$ cat src/rtl/handshake_arb_pkg.sv
// Shared types and default sizing for the 4-phase handshake arbiter.
package handshake_arb_pkg;

    typedef enum logic [1:0] {
        IDLE   = 2'd0,
        REQ_HI = 2'd1,
        ACK_HI = 2'd2,
        REQ_LO = 2'd3
    } arb_state_e;

    localparam int N_REQ_DEF       = 4;
    localparam int SYNC_STAGES_DEF = 2;

endpackage

$ cat src/rtl/sync_bit.sv
// Single-bit flop-chain synchronizer for signals asynchronous to clk.
module sync_bit #(
    parameter int STAGES = 2
) (
    input  logic clk,
    input  logic rst,
    input  logic d_i,
    output logic q_o
);

    logic [STAGES-1:0] chain_q;

    always_ff @(posedge clk) begin
        if (rst) begin
            chain_q <= '0;
        end else begin
            chain_q <= {chain_q[STAGES-2:0], d_i};
        end
    end

    assign q_o = chain_q[STAGES-1];

endmodule

$ cat src/rtl/handshake_arbiter.sv
// Round-robin arbiter merging N 4-phase requesters onto one downstream channel.
//   state  | meaning
//   IDLE   | waiting for any synchronized request; picks a winner round-robin
//   REQ_HI | req_out raised, waiting for downstream ack to rise
//   ACK_HI | winner acknowledged, waiting for its request to fall
//   REQ_LO | req_out dropped, waiting for downstream ack to fall
module handshake_arbiter
    import handshake_arb_pkg::*;
#(
    parameter int N_REQ       = N_REQ_DEF,
    parameter int SYNC_STAGES = SYNC_STAGES_DEF,
    localparam int IW         = $clog2(N_REQ)
) (
    input  logic             clk,
    input  logic             rst,
    input  logic [N_REQ-1:0] req_in,
    output logic [N_REQ-1:0] ack_in,
    output logic             req_out,
    input  logic             ack_out,
    output logic [IW-1:0]    grant_id,
    output logic             busy,
    output logic             proto_err
);

    logic [N_REQ-1:0] sreq;
    logic             sack;

    for (genvar g = 0; g < N_REQ; g++) begin : g_req_sync
        sync_bit #(.STAGES(SYNC_STAGES)) u_sync (
            .clk (clk),
            .rst (rst),
            .d_i (req_in[g]),
            .q_o (sreq[g])
        );
    end

    sync_bit #(.STAGES(SYNC_STAGES)) u_ack_sync (
        .clk (clk),
        .rst (rst),
        .d_i (ack_out),
        .q_o (sack)
    );

    // Lowest offset from last+1 wins; iterating downward lets the nearest one overwrite.
    function automatic logic [IW-1:0] rr_pick(input logic [N_REQ-1:0] r,
                                              input logic [IW-1:0]    last);
        logic [IW-1:0] sel;
        logic [IW-1:0] cand;
        int            idx;
        sel = '0;
        for (int i = N_REQ; i >= 1; i--) begin
            idx  = (int'(last) + i) % N_REQ;
            cand = IW'(idx);
            if (r[cand]) sel = cand;
        end
        return sel;
    endfunction

    arb_state_e       state_q;
    logic [N_REQ-1:0] ack_in_q;
    logic             req_out_q;
    logic [IW-1:0]    grant_id_q;
    logic [IW-1:0]    last_grant_q;
    logic             proto_err_q;

    always_ff @(posedge clk) begin
        if (rst) begin
            state_q      <= IDLE;
            ack_in_q     <= '0;
            req_out_q    <= 1'b0;
            grant_id_q   <= '0;
            last_grant_q <= IW'(N_REQ - 1);
            proto_err_q  <= 1'b0;
        end else begin
            case (state_q)
                IDLE: begin
                    if (sack) proto_err_q <= 1'b1;
                    if (|sreq) begin
                        grant_id_q <= rr_pick(sreq, last_grant_q);
                        req_out_q  <= 1'b1;
                        state_q    <= REQ_HI;
                    end
                end
                REQ_HI: begin
                    if (!sreq[grant_id_q]) proto_err_q <= 1'b1;
                    if (sack) begin
                        ack_in_q[grant_id_q] <= 1'b1;
                        state_q              <= ACK_HI;
                    end
                end
                ACK_HI: begin
                    if (!sreq[grant_id_q]) begin
                        req_out_q <= 1'b0;
                        state_q   <= REQ_LO;
                    end
                end
                REQ_LO: begin
                    if (!sack) begin
                        ack_in_q     <= '0;
                        last_grant_q <= grant_id_q;
                        state_q      <= IDLE;
                    end
                end
                default: state_q <= IDLE;
            endcase
        end
    end

    assign ack_in    = ack_in_q;
    assign req_out   = req_out_q;
    assign grant_id  = grant_id_q;
    assign busy      = (state_q != IDLE);
    assign proto_err = proto_err_q;

endmodule

$ cat config.mk
export PLATFORM = sky130hd
export DESIGN_NAME = handshake_arbiter
export DESIGN_NICKNAME = d
export VERILOG_FILES = /design/src/rtl/handshake_arb_pkg.sv /design/src/rtl/sync_bit.sv /design/src/rtl/handshake_arbiter.sv
export SDC_FILE = /design/constraint.sdc
export NUM_CORES = 1
export LEC_CHECK = 0
export CAP_MARGIN = 20
export CORE_UTILIZATION = 50
export DETAILED_ROUTE_END_ITERATION = 10
export PLACE_DENSITY = 0.81
export SYNTH_ARGS = -nofsm -noshare
export SYNTH_HDL_FRONTEND = slang
export SYNTH_SLANG_ARGS = --single-unit
$ cat constraint.sdc
create_clock -name clk -period 2.7 [get_ports clk]
set_input_delay 0.405 -clock clk [delete_from_list [all_inputs] [get_ports clk]]
set_output_delay 0.405 -clock clk [all_outputs]
set_load 0.05 [all_outputs]
* After elaboration in Yosys (flattened, before gate mapping)
Index checks and enable logic that the tools add are counted.
** Operators by class
- Add/subtract/negate cells :: 4
- Magnitude comparators :: 6
- Equal/unequal tests :: 9
- Multiplexer cells :: 30
- Bitwise operators :: 2
- Reduce and logical (&&, ||, !) cells :: 13
** Operators with widths (number)
- 2-bit 2-to-1 mux :: 8
- 2-bit by 3-bit < comparator with 1-bit output, second input constant :: 5
- 1-bit binary-select mux with 2-bit select :: 5
- 1-bit 2-to-1 mux :: 10
- 3-bit AND reduction :: 3
- 4-bit 2-to-1 mux :: 2
- 2-bit inequality test, second input constant :: 4
- 2-bit case mux with 4 select lines :: 1
- 4-bit case mux with 2 select lines :: 1
- 2-bit nonzero test :: 4
- 2-bit by 1-bit adder with 2-bit output, second input constant :: 2
- 2-bit adder, second input constant :: 2
- 2-bit == test, second input constant :: 2
- 2-bit by 1-bit inequality test with 1-bit output, second input constant :: 2
- 4-bit OR :: 1
- 1-bit case mux with 2 select lines :: 2
- 2-bit AND reduction :: 2
- 4-bit AND reduction :: 1
- 4-bit OR reduction :: 1
- 1-bit demux with 2-bit select :: 1
- 2-bit by 1-bit == test with 1-bit output, second input constant :: 1
- 2-bit by 1-bit greater-or-equal comparator with 1-bit output, second input constant :: 1
- 2-bit logical NOT :: 1
- 1-bit logical AND :: 1
- 1-bit inverter :: 1
** Word-level totals
- Flip-flop bits (word level) :: 22
- Input port bits :: 7
- Output and inout bits :: 9
- Logic and storage cells :: 75

* Depth between registers and ports, before layout
Gate-level depths: netlist (run 1).
- Word-level depth :: 7
- Depth in mapped cells :: 7

* Cells and area by module
A second synthesis (run 1) with hierarchy kept.
** Unflattened totals
- Cell total of the unflattened synthesis :: 101
- Area, all modules :: 972.2 µm²
** By module, submodules not included
- handshake_arbiter :: times used 1, cells each 81, area each 709.4 µm²
- sync_bit :: times used 5, cells each 4, area each 52.6 µm²

* Worst setup path before layout (run 1)
OpenSTA, ideal clock, no wires.
- Path type :: register -> register
- From :: register grant_id_q[0] (netlist: grant_id[0])
- To :: register state_q[0]
- Data arrival time :: 1764 ps
- Data required time :: 2627 ps
- Setup slack :: 863 ps
- Stages on the path, launching flop included :: 5
- Path buffers :: 0
- Period minus slack after synthesis :: 1837 ps
- Cell sequence :: dfxtp_1 mux4_2 a221oi_2 nor2_1 nor3_2
** Between the ends
- Word-level cells in the longest chain between the ends :: 4
** Ends and longest elaborated chain
- start, declared :: line handshake_arbiter.sv:62 : logic [IW-1:0] grant_id_q;
- start signal, assigned :: line handshake_arbiter.sv:79 : grant_id_q <= rr_pick(sreq, last_grant_q);
- 1-bit binary-select mux with 2-bit select :: line handshake_arbiter.sv:92 : if (!sreq[grant_id_q]) begin
- 1-bit 2-to-1 mux (implied by the code) :: line handshake_arbiter.sv:92
- 2-bit inequality test (no source line)
- 4-bit AND reduction (no source line)
- end signal, assigned :: line handshake_arbiter.sv:88 : state_q <= ACK_HI;
- end signal, assigned :: line handshake_arbiter.sv:94 : state_q <= REQ_LO;
- end signal, assigned :: line handshake_arbiter.sv:101 : state_q <= IDLE;
- end, declared :: line handshake_arbiter.sv:59 : arb_state_e state_q;
Every way passes these cells. The select of a mux whose other input is x is not followed.
A chain may end at the register's enable or synchronous reset.

* Worst setup path after layout (run 1)
- From :: register state_q[0]
- To :: output port busy
** Between the ends
- Word-level cells in the longest chain between the ends :: 1
** Ends and longest elaborated chain
- start signal, assigned :: line handshake_arbiter.sv:68 : state_q <= IDLE;
- start signal, assigned :: line handshake_arbiter.sv:81 : state_q <= REQ_HI;
- start signal, assigned :: line handshake_arbiter.sv:88
- 2-bit nonzero test :: line handshake_arbiter.sv:112 : assign busy = (state_q != IDLE);
- end, declared :: line handshake_arbiter.sv:21 : output logic busy,
Every way passes these cells.

==> summary.md, run 1 <==
| Metric | Value |
|---|---|
| Met2 Track Usage GR | `a little under a third` |
| Die width | `about 45 um` |
| Sinks on Clock Net | `22` |
| Slowest cell on the critical path | `clkdlybuf4s50_1` |
| Largest net degree at the start of global routing | `14` |
| Vias post-DR | `about 750` |
| Worst setup startpoint | `state_q[0]$_SDFFE_PP0P_` |
| Number of synthesized register bits | `22` |
| Initial antenna violation count | `0` |
| Antenna Cells | `0` |
| Wire per inst | `approximately 12 um` |
| Clock transition at path regs | `about 120 ps` |
| DRC | `0` |
| Ports | `16` |
| Synthesized area per cell | `9.38 um^2` |
| Total length of routed wires | `roughly 1700 um` |
| Crit path DAT | `about 2000 ps` |
| CP Capture Type | `output pin` |
| GR Overflow Total | `0` |
| Crit path depth | `4` |
| Worst r2r src | `grant_id[0]$_SDFFE_PP0P_` |
| GPL Wtd Cong | `0.888` |
| Slew Limit Fails | `0` |
| TNS Setup | `0 ps` |
| Layout cells sized above 1 | `7.89%` |
| Most Crowded Layer GR | `met2` |
| Worst R2R End | `state_q[0]$_SDFFE_PP0P_` |
| Non-filler cells, final | `139` |
| Final #Nets | `126` |
| Total CTS buffers | `3` |
| Max cap viols | `0` |
| Startpoint types | `register` |
| Largest delay contributor family on the critical path | `buffers and inverters` |
| Worst setup path endpoint | `busy` |
| CP Cell Sequence | `inv_1, ha_1, inv_1, clkdlybuf4s50_1` |
| Setup Skew | `about 4.1 ps` |
| Cell area power density | `964 nW/um^2` |
| CP Class | `reg2out` |
| Yosys warning count | `0` |
| Status | `finished clean` |
| Final Hold Viols | `0` |
| Initial drt markers | `22` |
| Most common cell after layout, fill and taps aside | `dfxtp_1` |
| Yosys cell types | `27` |
| Maximum VDD drop | `roughly 500 uV` |
| RSZ-0062 raised after global routing | `no` |
| Syn Nets | `roughly 110` |
| Post-route ant nets | `0` |
| Most frequent cells in the layout | `dfxtp_1 (22), clkdlybuf4s50_1 (15), nor2b_1 (10), inv_1 (9), nand2_1 (9)` |
| WP buf/inv | `3` |
| Worst Path Required | `between 2000 and 2500 ps` |
| Final setup fails | `0` |
| Achievable Freq | `about 0.42 GHz` |
| Post CTS Setup Buffer Count | `0` |
| Max-slew headroom | `66.8%` |
| Vias per inst | `5.42` |
| # resized after CTS | `0` |
| Worst-path fanout max | `7` |
| H-tree depth | `1` |
| Port buffer count | `15` |
| DIE AREA | `~2000 um^2` |
| Mapped cell area | `910 um^2` |
| First-pass GRT wire length | `between 2000 and 3000 um` |
| Fillcell total | `130` |
| Most used cell, CP | `inv_1` |
| GR met1 Demand/Resource | `22.6%` |
| M3 GR Usage | `between 6 and 7%` |
| Site Rows | `15` |
| Vias in the first global route | `~600` |
| Effective utilization at floorplan | `~53%` |
| Detailed Routing Iterations Pass 1 | `4` |
| Clock root buffer master | `clkbuf_4` |
| Worst skew pair latency | `310 ps` |
| Min-delay worst type | `reg2reg` |
| Core Box Area | `1710 um^2` |
| Critical Path Max Stage Delay | `just under 800 ps` |
| Hold_buf cts | `0` |
| Total GRT Usage | `18.8%` |
| Gate Count Post-Synth | `97` |
| HPWL Detailed | `about 1200 um` |
| Fin crit share | `just under 90%` |
| Pleak | `around 0.47 nW` |
| R2r setup slk | `around 1000 ps` |
| Die H | `~45 um` |
| CTS tree | `built` |
| Area Growth Syn to Fin | `25.3%` |
| Sequential-to-total area share from yosys stat | `about half` |
| Worst Reg2Reg Path Length in Cells | `4` |
| Placed Instances | `135` |
| Slew of the pin with the lowest slew margin | `approximately 500 ps` |
| Clk buf depth | `2` |
| Tmin final | `2360 ps` |
[synthesized netlist by cell type, drive strengths merged]
cell type	instances	area, um^2
nand2b	1	6.26
nor3	5	30.0
dfxtp	22	440
nand2	9	33.8
ha	4	50.1
o221ai	1	8.76
o21a	1	7.51
a21oi	5	25.0
o211ai	3	22.5
a31oi	3	18.8
nor2	5	18.8
o311a	1	10.0
nor2b	10	62.6
nand3	1	5.00
o22ai	3	18.8
inv	9	33.8
mux2i	2	20.0
clkbuf	3	11.3
o21ai	2	10.0
nor4	1	6.26
a221oi	1	15.0
and3	1	6.26
mux2	1	11.3
or4	1	7.51
o31ai	1	7.51
mux4	1	22.5
[worst reg2reg max path: cells and delay by family, from the launching register on]
family	cells	cell delay [ps]
AOI/OAI and AO/OA	1	330
DFF	1	460
muxes	1	580
and+or+nand+nor	2	240
[per-layer routing]
layer	part of all wire [%]	wire, um
met1	44	736
met2	50	835
met3	4.9	81
met4	0.72	12
met5	0	0
[worst min path at each step]
stage / start / to / cells past startpoint
4_1_cts: g_req_sync[2].u_sync.chain_q[0]$_SDFF_PP0_ / g_req_sync[2].u_sync.chain_q[1]$_SDFF_PP0_ / 1
3_3_place_gp: u_ack_sync.chain_q[0]$_SDFF_PP0_ / u_ack_sync.chain_q[1]$_SDFF_PP0_ / 1
6_report: g_req_sync[1].u_sync.chain_q[0]$_SDFF_PP0_ / g_req_sync[1].u_sync.chain_q[1]$_SDFF_PP0_ / 1
5_1_grt: u_ack_sync.chain_q[0]$_SDFF_PP0_ / u_ack_sync.chain_q[1]$_SDFF_PP0_ / 1
2_1_floorplan: g_req_sync[0].u_sync.chain_q[0]$_SDFF_PP0_ / g_req_sync[0].u_sync.chain_q[1]$_SDFF_PP0_ / 1
3_5_place_dp: g_req_sync[3].u_sync.chain_q[0]$_SDFF_PP0_ / g_req_sync[3].u_sync.chain_q[1]$_SDFF_PP0_ / 1
[stage by stage]
stage	power, mW	setup slack (ps)	utilization (%)	cell area (um^2)	hold slack (ps)
floorplan	0.733	863	-	910	414
global placement	0.838	728	63.7	1090	420
detailed placement	0.855	691	63.7	1090	424
CTS	1.10	331	66.7	1140	455
global route	1.16	222	66.7	1140	468
finish	1.10	338	66.7	1140	453
[where the power goes]
part,internal (mW),switching (mW),leakage [nW]
registers,0.372,0.0433,0.181
logic,0.165,0.271,0.262
clock network,0.150,0.0981,0.0279
total,0.687,0.412,0.471
[flip-flops by register name, indices dropped and copies added (netlist names)]
name,cells
grant_id,2
last_grant_q,2
proto_err,1
u_ack_sync.chain_q,2
ack_in,4
state_q,2
g_req_sync.u_sync.chain_q,8
req_out,1
[cell families after synthesis]
family,after synthesis,synth area share [%]
simple gates,34,19.4
flops,22,48.4
compound gates,21,15.8
buf+inv,12,4.95
mux,4,5.91
fa+ha+maj,4,5.50
[layout make-up]
type	instances	area, um^2	share of cell area [%]
Clock buffer	3	22.5	1.98
Clock inverter	1	30.0	2.63
Inverter	9	33.8	2.96
Multi-Input combinational cell	63	424	37.2
Sequential cell	22	440	38.6
Tap cell	25	31.3	2.74
Timing Repair Buffer	16	158	13.8
Power figures use the tool's default switching activity.
==> run 2: changes to the inputs <==
- SKIP_LAST_GASP: not set -> 1
==> results of run 2 <==
No change in the layout: final DEF, timing and power equal those of run 1.
==> run 3: changes to the inputs <==
- CAP_MARGIN: 20 -> 25
- GPL_TIMING_DRIVEN: not set -> 0
==> summary.md, run 3 (synthesis gave the netlist of run 1 again) <==
| Metric | Value |
|---|---|
| RSZ-0062 raised after global routing | `no` |
| Port buffer count | `14 (-1)` |
| H-tree depth | `1 (unchanged)` |
| Sw frac | `37.5% (about the same)` |
| Total GRT Usage | `18.7% (-0.085 points)` |
| Clk buf depth | `2 (unchanged)` |
| First-pass GRT wire length | `2670 um (+1.8%)` |
| Fin util | `66.4% (-0.37 points)` |
| Antenna Cells | `0 (unchanged)` |
| Final setup fails | `0 (unchanged)` |
| CP Class | `reg2out` |
| Status | `finished clean` |
| GR Overflow Total | `0 (unchanged)` |
| Clock share of power | `22.6% (about the same)` |
| Startpoint types | `register` |
| Min-delay worst type | `reg2reg` |
| Crit path DAT | `2040 ps (+80 ps)` |
| Cell area power density | `963 nW/um^2 (-0.14%)` |
| GPL Wtd Cong | `0.790 (-11%)` |
| Most frequent cells in the layout | `dfxtp_1 (22), clkdlybuf4s50_1 (14), nor2b_1 (10), inv_1 (9), nand2_1 (9)` |
| Max-slew headroom | `66.7% (-0.075 points)` |
| Maximum VDD drop | `636 uV (+24%)` |
| Sw power | `0.409 mW (-0.72%)` |
| Sinks on Clock Net | `22 (unchanged)` |
| Area Growth Syn to Fin | `24.6%` |
| CP Capture Type | `output pin` |
| Largest net degree at the start of global routing | `14 (unchanged)` |
| Slew Limit Fails | `0 (unchanged)` |
| Post CTS Setup Buffer Count | `0 (unchanged)` |
| Post-route ant nets | `0 (unchanged)` |
| Die H | `44.7 um (unchanged)` |
| HPWL Detailed | `1250 um (+0.14%)` |
| Initial antenna violation count | `0 (unchanged)` |
| Total power | `1.09 mW (-0.69%)` |
| Final #Nets | `127 (+0.79%)` |
| Max reg flops | `8 (unchanged)` |
| Die width | `44.7 um (unchanged)` |
| Vias in the first global route | `633 (+2.4%)` |
| Clock root buffer master | `clkbuf_4` |
| Achievable Freq | `0.409 GHz (-3.3%)` |
| Setup Skew | `10.2 ps (+6.07 ps)` |
| Pre-CTS setup slack | `604 ps (-86.8 ps)` |
| Max cap viols | `0 (unchanged)` |
| Setup WS post-layout | `257 ps (-81.0 ps)` |
| Pleak | `0.466 nW (-1.1%)` |
| Slew of the pin with the lowest slew margin | `497 ps (+1.13 ps)` |
| Vias post-DR | `718 (-4.6%)` |
| Sequential Power Share | `37.9% (about the same)` |
| Site Rows | `15 (unchanged)` |
| Hold WS | `437 ps (-15.3 ps)` |
| Worst skew pair latency | `310 ps (about the same)` |
| DIE AREA | `1990 um^2 (unchanged)` |
| Wire per inst | `11.8 um (-1.5%)` |
| CTS tree | `built` |
| Fin crit share | `90.5% (+3.0 points)` |
| Effective utilization at floorplan | `53.3% (unchanged)` |
| Comb power frac | `39.5% (-0.2 points)` |
| P_int | `0.682 mW (-0.68%)` |
| Core Box Area | `1710 um^2 (unchanged)` |
| Tmin final | `2440 ps (+81.0 ps)` |
| Most common cell after layout, fill and taps aside | `dfxtp_1` |
| Initial drt markers | `8 (-64%)` |
| Biggest register | `g_req_sync.u_sync.chain_q` |
| Hold_buf cts | `0 (unchanged)` |
| Layout cells sized above 1 | `6.96% (-0.94 points)` |
| Ports | `16 (unchanged)` |
| TNS Setup | `0 ps (unchanged)` |
| Total CTS buffers | `3 (unchanged)` |
| # resized after CTS | `0 (unchanged)` |
| Total length of routed wires | `1650 um (-0.78%)` |
| Worst Path Required | `2300 ps (about the same)` |
| Vias per inst | `5.13 (-5.3%)` |
| Clock transition at path regs | `120 ps (about the same)` |
| Final Hold Viols | `0 (unchanged)` |
| DRC | `0 (unchanged)` |
| Detailed Routing Iterations Pass 1 | `4 (unchanged)` |
| Worst-path fanout max | `7 (unchanged)` |
-- run 3: cell types whose count changed in the layout (fill, tap and decap cells not counted), sizes merged --
cell and change:
clkdlybuf4s50 -1, clkbuf +3, buf -1
-- run 3: routing by layer --
layer | global-route usage [%] | wire, um
met5 | 0 | 0
met4 | 12.1 | 12
met3 | 2.45 | 66
met2 | 30.0 | 819
met1 | 23.6 | 755
-- run 3: critical path, stage by stage (launching register included) --
cell and delay (ps):
dfxtp_1 410, inv_1 80, ha_1 190, clkbuf_1 180, inv_1 80, clkdlybuf4s50_1 790
-- run 3: path summary, 6_finish.rpt --
| check | cells after the start | end | slack, ps | startpoint |
|---|---|---|---|---|
| worst max-delay path | 5 | busy | 260 | state_q[0]$_SDFFE_PP0P_ |
| worst min-delay path | 1 | g_req_sync[2].u_sync.chain_q[1]$_SDFF_PP0_ | 440 | g_req_sync[2].u_sync.chain_q[0]$_SDFF_PP0_ |
| worst min register to register | 1 | g_req_sync[2].u_sync.chain_q[1]$_SDFF_PP0_ | 440 | g_req_sync[2].u_sync.chain_q[0]$_SDFF_PP0_ |
| worst max register to register | 4 | state_q[0]$_SDFFE_PP0P_ | 1050 | grant_id[0]$_SDFFE_PP0P_ |
-- run 3: through the flow --
step	area (um^2)	std cells
global placement	1080	136
floorplan	910	97
global route	1130	140
finish	1130	140
CTS	1130	140
detailed placement	1080	136
-- run 3: power groups by stage --
stage	registers, mW	clock network (mW)	logic, mW
2_1_floorplan	0.492	0	0.241
3_3_place_gp	0.418	0	0.418
3_5_place_dp	0.422	0	0.429
4_1_cts	0.414	0.253	0.433
5_1_grt	0.422	0.266	0.463
6_report	0.414	0.247	0.431
-- run 3: layout make-up --
cell class                 instances  area [um^2]
timing repair buffer              14          140
multi-input combinational         63          424
tap                               25         31.3
fill                             140          574
inverter                           9         33.8
sequential                        22          440
clock inverter                     1         30.0
buffer                             3         11.3
clock buffer                       3         22.5
